[config.mk]
export PLATFORM = sky130hd
export DESIGN_NAME = complete_arbiter_flat
export DESIGN_NICKNAME = d
export VERILOG_FILES = /design/src/rtl/complete_arbiter_if.sv /design/src/rtl/complete_arbiter.sv /design/src/flat_wrapper.sv
export SDC_FILE = /design/constraint.sdc
export NUM_CORES = 1
export LEC_CHECK = 0
export ABC_AREA = 1
export BUFFER_PORTS_ARGS = -buffer_cell sky130_fd_sc_hd__clkbuf_2
export CAP_MARGIN = 5
export CORE_UTILIZATION = 57
export CTS_CLUSTER_SIZE = 28
export DETAILED_ROUTE_END_ITERATION = 8
export PLACE_DENSITY_LB_ADDON = 0.12
export SETUP_SLACK_MARGIN = 0.5
export SLEW_MARGIN = 40
export SYNTH_ARGS = -nofsm -noshare
export SYNTH_HDL_FRONTEND = slang
export SYNTH_SLANG_ARGS = --single-unit
[constraint.sdc]
create_clock -name clock -period 7.4 [get_ports clock]
set_input_delay 1.48 -clock clock [delete_from_list [all_inputs] [get_ports clock]]
set_output_delay 1.48 -clock clock [all_outputs]
set_load 0.01 [all_outputs]
[src/rtl/complete_arbiter_if.sv]
// Completion-side bundle: FU result requests, branch-resolve broadcast and registered CDB lanes.
// The arbiter takes the slave view; the FUs, branch unit and CDB consumers see the master view.
interface complete_arbiter_if #(
    parameter int N       = 2,
    parameter int NUM_REQ = 4,
    parameter int PRF_W   = 6,
    parameter int DATA_W  = 32,
    parameter int BMASK_W = 4
);
    logic [NUM_REQ-1:0]              req_valid;
    logic [NUM_REQ-1:0][PRF_W-1:0]   req_tag;
    logic [NUM_REQ-1:0][DATA_W-1:0]  req_data;
    logic [NUM_REQ-1:0][BMASK_W-1:0] req_b_mask;
    logic [NUM_REQ-1:0]              req_ready;

    logic [BMASK_W-1:0]              b_mm_resolve;
    logic                            b_mm_mispred;

    logic [N-1:0]                    cdb_valid;
    logic [N-1:0][PRF_W-1:0]         cdb_tag;
    logic [N-1:0][DATA_W-1:0]        cdb_data;
    logic [N-1:0][BMASK_W-1:0]       cdb_b_mask;

    modport master (
        output req_valid, req_tag, req_data, req_b_mask, b_mm_resolve, b_mm_mispred,
        input  req_ready, cdb_valid, cdb_tag, cdb_data, cdb_b_mask
    );

    modport slave (
        input  req_valid, req_tag, req_data, req_b_mask, b_mm_resolve, b_mm_mispred,
        output req_ready, cdb_valid, cdb_tag, cdb_data, cdb_b_mask
    );
endinterface

[src/rtl/complete_arbiter.sv]
// Round-robin completion arbiter: one holding slot per FU, up to N grants per cycle onto registered CDB lanes.
// Result reaches the CDB 2 cycles after accept at best; an FU stalls only while its slot stays occupied and ungranted.
module complete_arbiter #(
    parameter int N       = 2,
    parameter int NUM_REQ = 4,
    parameter int PRF_W   = 6,
    parameter int DATA_W  = 32,
    parameter int BMASK_W = 4
) (
    input  logic               clock,
    input  logic               reset,
    complete_arbiter_if.slave  bus
);
    localparam int RR_W = (NUM_REQ > 1) ? $clog2(NUM_REQ) : 1;

    typedef struct packed {
        logic [PRF_W-1:0]   tag;
        logic [DATA_W-1:0]  data;
        logic [BMASK_W-1:0] b_mask;
    } res_t;

    logic [NUM_REQ-1:0] occ;
    res_t               slot [NUM_REQ];
    logic [RR_W-1:0]    rr_ptr;
    logic [N-1:0]       cdb_vld_q;
    res_t               cdb_q [N];

    logic [BMASK_W-1:0] clr_mask;
    logic [NUM_REQ-1:0] kill;
    logic [NUM_REQ-1:0] squash_in;
    logic [NUM_REQ-1:0] grant;
    logic [NUM_REQ-1:0] accept;
    logic [N-1:0]       lane_vld_nxt;
    res_t               lane_nxt [N];
    logic [RR_W-1:0]    rr_nxt;

    always_comb begin
        clr_mask  = bus.b_mm_mispred ? '0 : bus.b_mm_resolve;
        kill      = '0;
        squash_in = '0;
        for (int i = 0; i < NUM_REQ; i++) begin
            kill[i]      = occ[i] && bus.b_mm_mispred && |(slot[i].b_mask & bus.b_mm_resolve);
            squash_in[i] = bus.b_mm_mispred && |(bus.req_b_mask[i] & bus.b_mm_resolve);
        end
    end

    // Scan from rr_ptr with wrap; the k-th eligible slot found drives lane k.
    always_comb begin : grant_scan
        int cnt;
        int idx;
        cnt          = 0;
        idx          = 0;
        grant        = '0;
        lane_vld_nxt = '0;
        rr_nxt       = rr_ptr;
        for (int l = 0; l < N; l++) lane_nxt[l] = '0;
        for (int k = 0; k < NUM_REQ; k++) begin
            idx = int'(rr_ptr) + k;
            if (idx >= NUM_REQ) idx = idx - NUM_REQ;
            if (occ[idx] && !kill[idx] && cnt < N) begin
                grant[idx]               = 1'b1;
                lane_vld_nxt[cnt]        = 1'b1;
                lane_nxt[cnt].tag        = slot[idx].tag;
                lane_nxt[cnt].data       = slot[idx].data;
                lane_nxt[cnt].b_mask     = slot[idx].b_mask & ~clr_mask;
                rr_nxt                   = RR_W'((idx + 1) % NUM_REQ);
                cnt                      = cnt + 1;
            end
        end
    end

    assign bus.req_ready = {NUM_REQ{!reset}} & (~occ | grant | kill);
    assign accept        = bus.req_valid & bus.req_ready;

    always_ff @(posedge clock) begin
        if (reset) begin
            occ       <= '0;
            rr_ptr    <= '0;
            cdb_vld_q <= '0;
            for (int l = 0; l < N; l++) cdb_q[l] <= '0;
        end else begin
            rr_ptr    <= rr_nxt;
            cdb_vld_q <= lane_vld_nxt;
            for (int l = 0; l < N; l++) cdb_q[l] <= lane_nxt[l];
            for (int i = 0; i < NUM_REQ; i++) begin
                if (accept[i]) begin
                    // A squashed arrival is still consumed so the FU can move on.
                    occ[i]         <= !squash_in[i];
                    slot[i].tag    <= bus.req_tag[i];
                    slot[i].data   <= bus.req_data[i];
                    slot[i].b_mask <= bus.req_b_mask[i] & ~clr_mask;
                end else begin
                    if (grant[i] || kill[i]) occ[i] <= 1'b0;
                    slot[i].b_mask <= slot[i].b_mask & ~clr_mask;
                end
            end
        end
    end

    always_comb begin
        for (int l = 0; l < N; l++) begin
            bus.cdb_tag[l]    = cdb_q[l].tag;
            bus.cdb_data[l]   = cdb_q[l].data;
            bus.cdb_b_mask[l] = cdb_q[l].b_mask;
        end
    end
    assign bus.cdb_valid = cdb_vld_q;

endmodule

[src/flat_wrapper.sv]
// flat-port wrapper written by rule: the top's interface ports become plain ports
module complete_arbiter_flat 
#(
    parameter int N       = 2,
    parameter int NUM_REQ = 4,
    parameter int PRF_W   = 6,
    parameter int DATA_W  = 32,
    parameter int BMASK_W = 4
)
  (clock, reset, bus_req_valid, bus_req_tag, bus_req_data, bus_req_b_mask, bus_b_mm_resolve, bus_b_mm_mispred, bus_req_ready, bus_cdb_valid, bus_cdb_tag, bus_cdb_data, bus_cdb_b_mask);
  complete_arbiter_if #(.N(N), .NUM_REQ(NUM_REQ), .PRF_W(PRF_W), .DATA_W(DATA_W), .BMASK_W(BMASK_W)) bus_i ();
  input  logic clock;
  input  logic reset;
  input wire logic [$bits(bus_i.req_valid)-1:0] bus_req_valid;
  input wire logic [$bits(bus_i.req_tag)-1:0] bus_req_tag;
  input wire logic [$bits(bus_i.req_data)-1:0] bus_req_data;
  input wire logic [$bits(bus_i.req_b_mask)-1:0] bus_req_b_mask;
  input wire logic [$bits(bus_i.b_mm_resolve)-1:0] bus_b_mm_resolve;
  input wire logic [$bits(bus_i.b_mm_mispred)-1:0] bus_b_mm_mispred;
  output wire logic [$bits(bus_i.req_ready)-1:0] bus_req_ready;
  output wire logic [$bits(bus_i.cdb_valid)-1:0] bus_cdb_valid;
  output wire logic [$bits(bus_i.cdb_tag)-1:0] bus_cdb_tag;
  output wire logic [$bits(bus_i.cdb_data)-1:0] bus_cdb_data;
  output wire logic [$bits(bus_i.cdb_b_mask)-1:0] bus_cdb_b_mask;
  assign bus_i.req_valid = bus_req_valid;
  assign bus_i.req_tag = bus_req_tag;
  assign bus_i.req_data = bus_req_data;
  assign bus_i.req_b_mask = bus_req_b_mask;
  assign bus_i.b_mm_resolve = bus_b_mm_resolve;
  assign bus_i.b_mm_mispred = bus_b_mm_mispred;
  assign bus_req_ready = bus_i.req_ready;
  assign bus_cdb_valid = bus_i.cdb_valid;
  assign bus_cdb_tag = bus_i.cdb_tag;
  assign bus_cdb_data = bus_i.cdb_data;
  assign bus_cdb_b_mask = bus_i.cdb_b_mask;
  complete_arbiter #(.N(N), .NUM_REQ(NUM_REQ), .PRF_W(PRF_W), .DATA_W(DATA_W), .BMASK_W(BMASK_W)) u_core (.clock(clock), .reset(reset), .bus(bus_i));
endmodule
==> results.toml <==
[placement]
place_congestion = 0.916
pre_cts_ws_ns = 1.83
dpl.hpwl_mm = 31.1
post-place-cells = 2406
port_buffers = 268

[power_and_ir_drop]
p_clk_frac = 0.191
power.total_mw = 7.07
leakage_nw = 7.73
combinationalPowerShare = 0.534
switchingPower_mw = 3.38
sequentialPowerShare = 0.275
powerDensity_nw_per_um2 = 412
ir_drop_uv = 440
swShare = 0.478
intPower_mw = 3.69

[worst_setup_path]
timing.critical_path.mode_cell = "nand2_1"
critPathBufInv = 5
arrival_ns = 4.16
path_cells = "clkbuf_2 > nand2_1 > nand2_1 > o21ai_2 > nand3_2 > nand3_2 > nand2_4 > inv_2 > buf_4 > fa_1 > inv_1 > nand4_1 > nand2_1 > nor2_1 > nor2_1 > clkbuf_2"
critPathCapture = "bus_req_ready[0]"
rrSetupSlack_ns = 2.80
cp_max_fo = 58
worst_ep_required_time_ns = 5.92
crit_path_top_delay_cell = "buf_4"
slowest_delay_ns = 0.55
r2r_start = "u_core.rr_ptr[0]"
reg2reg_to = "u_core.cdb_q[0][25]"
crit_family = "simple AND/OR/NAND/NOR gates"
worstSetupEndpointType = "output pin"
path_class = "input pin to output pin"
worstRegToRegCells = 13
cp_num_cells = 16
worstSetupStartpoint = "bus_b_mm_resolve[0]"
startpoint_type = "input pin"

[floorplan]
die_h_um = 164
io_pins = 269
core_area_um2 = 25400
start_util = 0.587
rows = 58
dieWidth_um = 164
die-area_um2 = 26800

[min_path]
hold_class = "flop to flop"

[timing]
tightest_slew_ns = 0.813
timing.final.ws_setup_ns = 1.76
hold_violations = 0
period_needed_ns = 5.64
rsz0062_at_grt = "false"
final.setup.tns_ns = 0
relSlewSlack = 0.458
finalClockSkew_ns = 0.0201
slew_violations = 0
setup_viol = 0
post-route-period-util = 0.762
max_freq_mhz = 177

[route]
wl_met2_mm = 19.4
wl_met1_mm = 20.3
wl_met3_mm = 5.69
firstDrtPassIters = 6
viasPerCell = 5.71
route.detailed.drc = 0
antenna_left = 0
routed.top_layer = "met4"
vias = 14003
drtIter0Drc = 1659
drt_wl_total_mm = 46.2
wl_per_cell_um = 18.8

[clock_network]
postCtsHoldBufs = 0
numClockSinks = 260
cts_root_buffer = "clkbuf_16"
cts.clk_slew.worst_paths_ns = 0.06
htree_levels = 1
cts_resized = 0
cts_tree = "done"
clockBufferDepth = 3
cts_made_buffers = 26
post-cts-setup-buffers = 0
clock_latency_ns = 0.55

[yosys]
synth_edf_count = 168
ys_warn_count = 0
synth_fp_nets = 2115
netlist_instances = 1925
synth_async_sr_flop_share = 0
post_synth.cell_area_avg_um2 = 7.75
synth_area_um2 = 14900
yosysSeqAreaShare = 0.462
ys_ff_latch = 260
synthFlopType = "edfxtp_1"
synth_cell_types = 39

[cells_and_area]
drive_gt1_frac = 0.182
layout.nets = 2295
area_growth_syn_to_layout_pct = 15.0
finalNonFillerCells = 2454
num_antenna_cells = 0

[global_routing]
gr-usage-all-layers = 0.343
grt_pass1_vias = 12492
grt-ovfl-total = 0
grt_pass1_wl_mm = 70.5
antenna_found_initial = 0
grt_max_degree = 123

[run]
cap_violations = 0

[outcome]
status = "finished clean"
[power groups by stage]
stage / registers (mW) / logic (mW) / clock network, mW
after detailed placement: 1.97 / 3.66 / 0
after CTS: 1.94 / 3.68 / 1.36
after global routing: 1.96 / 4.18 / 1.41
after global placement: 1.97 / 3.54 / 0
final: 1.94 / 3.78 / 1.35
after floorplan: 1.94 / 2.69 / 0
[cell usage in the layout (no fill, tap or decap), types with 12 or more instances in the layout]
| master | netlist | routed |
|---|---|---|
| a21oi_1 | 94 | 94 |
| buf_4 | 9 | 12 |
| clkbuf_16 | 0 | 30 |
| clkbuf_2 | 1 | 268 |
| dfxtp_1 | 92 | 90 |
| edfxtp_1 | 168 | 168 |
| inv_1 | 152 | 148 |
| mux2i_1 | 60 | 60 |
| nand2_1 | 541 | 541 |
| nand3_1 | 37 | 37 |
| nand4_1 | 20 | 20 |
| nor2_1 | 157 | 157 |
| nor3_1 | 24 | 21 |
| o211ai_1 | 49 | 49 |
| o21ai_0 | 255 | 255 |
| o21ai_1 | 68 | 68 |
[sequential cells by signal, indices dropped and copies added (netlist names)]
name	flops
u_core.slot	168
u_core.cdb_q	84
u_core.occ	4
u_core.rr_ptr	2
u_core.bus.cdb_valid	2
[worst min-delay path, delay by kind of cell (launching register included)]
family / cells / cell delay (ns)
and+or+nand+nor: 2 / 0.16
DFF: 1 / 0.41
[cell families (layout without fill, tap and decap cells)]
kind of cell,count (synthesis),count (layout),synth area share
and+or+nand+nor,815,815,0.226
AOI/OAI and AO/OA,485,485,0.177
buffers and inverters,294,493,0.0843
DFF,260,260,0.462
muxes,60,60,0.0403
adders and majority gates,11,11,0.00973
[synth_stat cells (6+ instances only)]
master	number	area, um^2
nand3_1	37	185
inv_1	152	571
ha_1	10	125
nand2_1	541	2030
o21ai_0	255	1280
o211ai_2	6	75.1
o21ai_1	68	340
dfxtp_1	92	1840
o211ai_1	49	368
nand4_1	20	125
buf_2	40	200
nor3_1	24	120
edfxtp_1	168	5040
clkbuf_1	64	240
mux2i_1	60	601
nand3_2	11	110
or2_2	7	43.8
nor2_1	157	589
buf_1	13	48.8
buf_4	9	67.6
a21oi_1	94	470
buf_6	9	101
[worst min-delay path by stage]
| stage | start | end | slack (ns) | depth (start not counted) |
|---|---|---|---|---|
| after floorplan | u_core.occ[1] | u_core.occ[1] | 0.58 | 4 |
| after global placement | u_core.slot[2][0] | u_core.slot[2][0] | 0.67 | 2 |
| after detailed placement | u_core.slot[2][0] | u_core.slot[2][0] | 0.67 | 2 |
| after CTS | u_core.slot[2][0] | u_core.slot[2][0] | 0.69 | 2 |
| after global routing | u_core.slot[0][3] | u_core.slot[0][3] | 0.74 | 2 |
| final | u_core.slot[2][0] | u_core.slot[2][0] | 0.69 | 2 |
[stage by stage]
stage	cell area, um^2	utilization	hold WS (ns)
2_1_floorplan	14900	-	0.585
3_3_place_gp	16200	0.637	0.665
3_5_place_dp	16200	0.640	0.674
4_1_cts	17100	0.674	0.689
5_1_grt	17200	0.675	0.738
6_report	17200	0.675	0.689
[final cells by class]
class / instances / area, um^2
inverter: 158 / 602
fill: 2158 / 8250
clock buffer: 36 / 773
timing repair buffer: 288 / 1560
clock inverter: 11 / 103
sequential: 260 / 6890
tap: 330 / 413
multi-input combinational: 1371 / 6810
[per-layer routing]
metal	global-route usage	up-vias
li1	-	6797
met1	0.514	6317
met2	0.507	824
met3	0.0790	65
met4	0.0669	0
met5	0	-
Note: power is estimated with default switching activity, not from simulation.
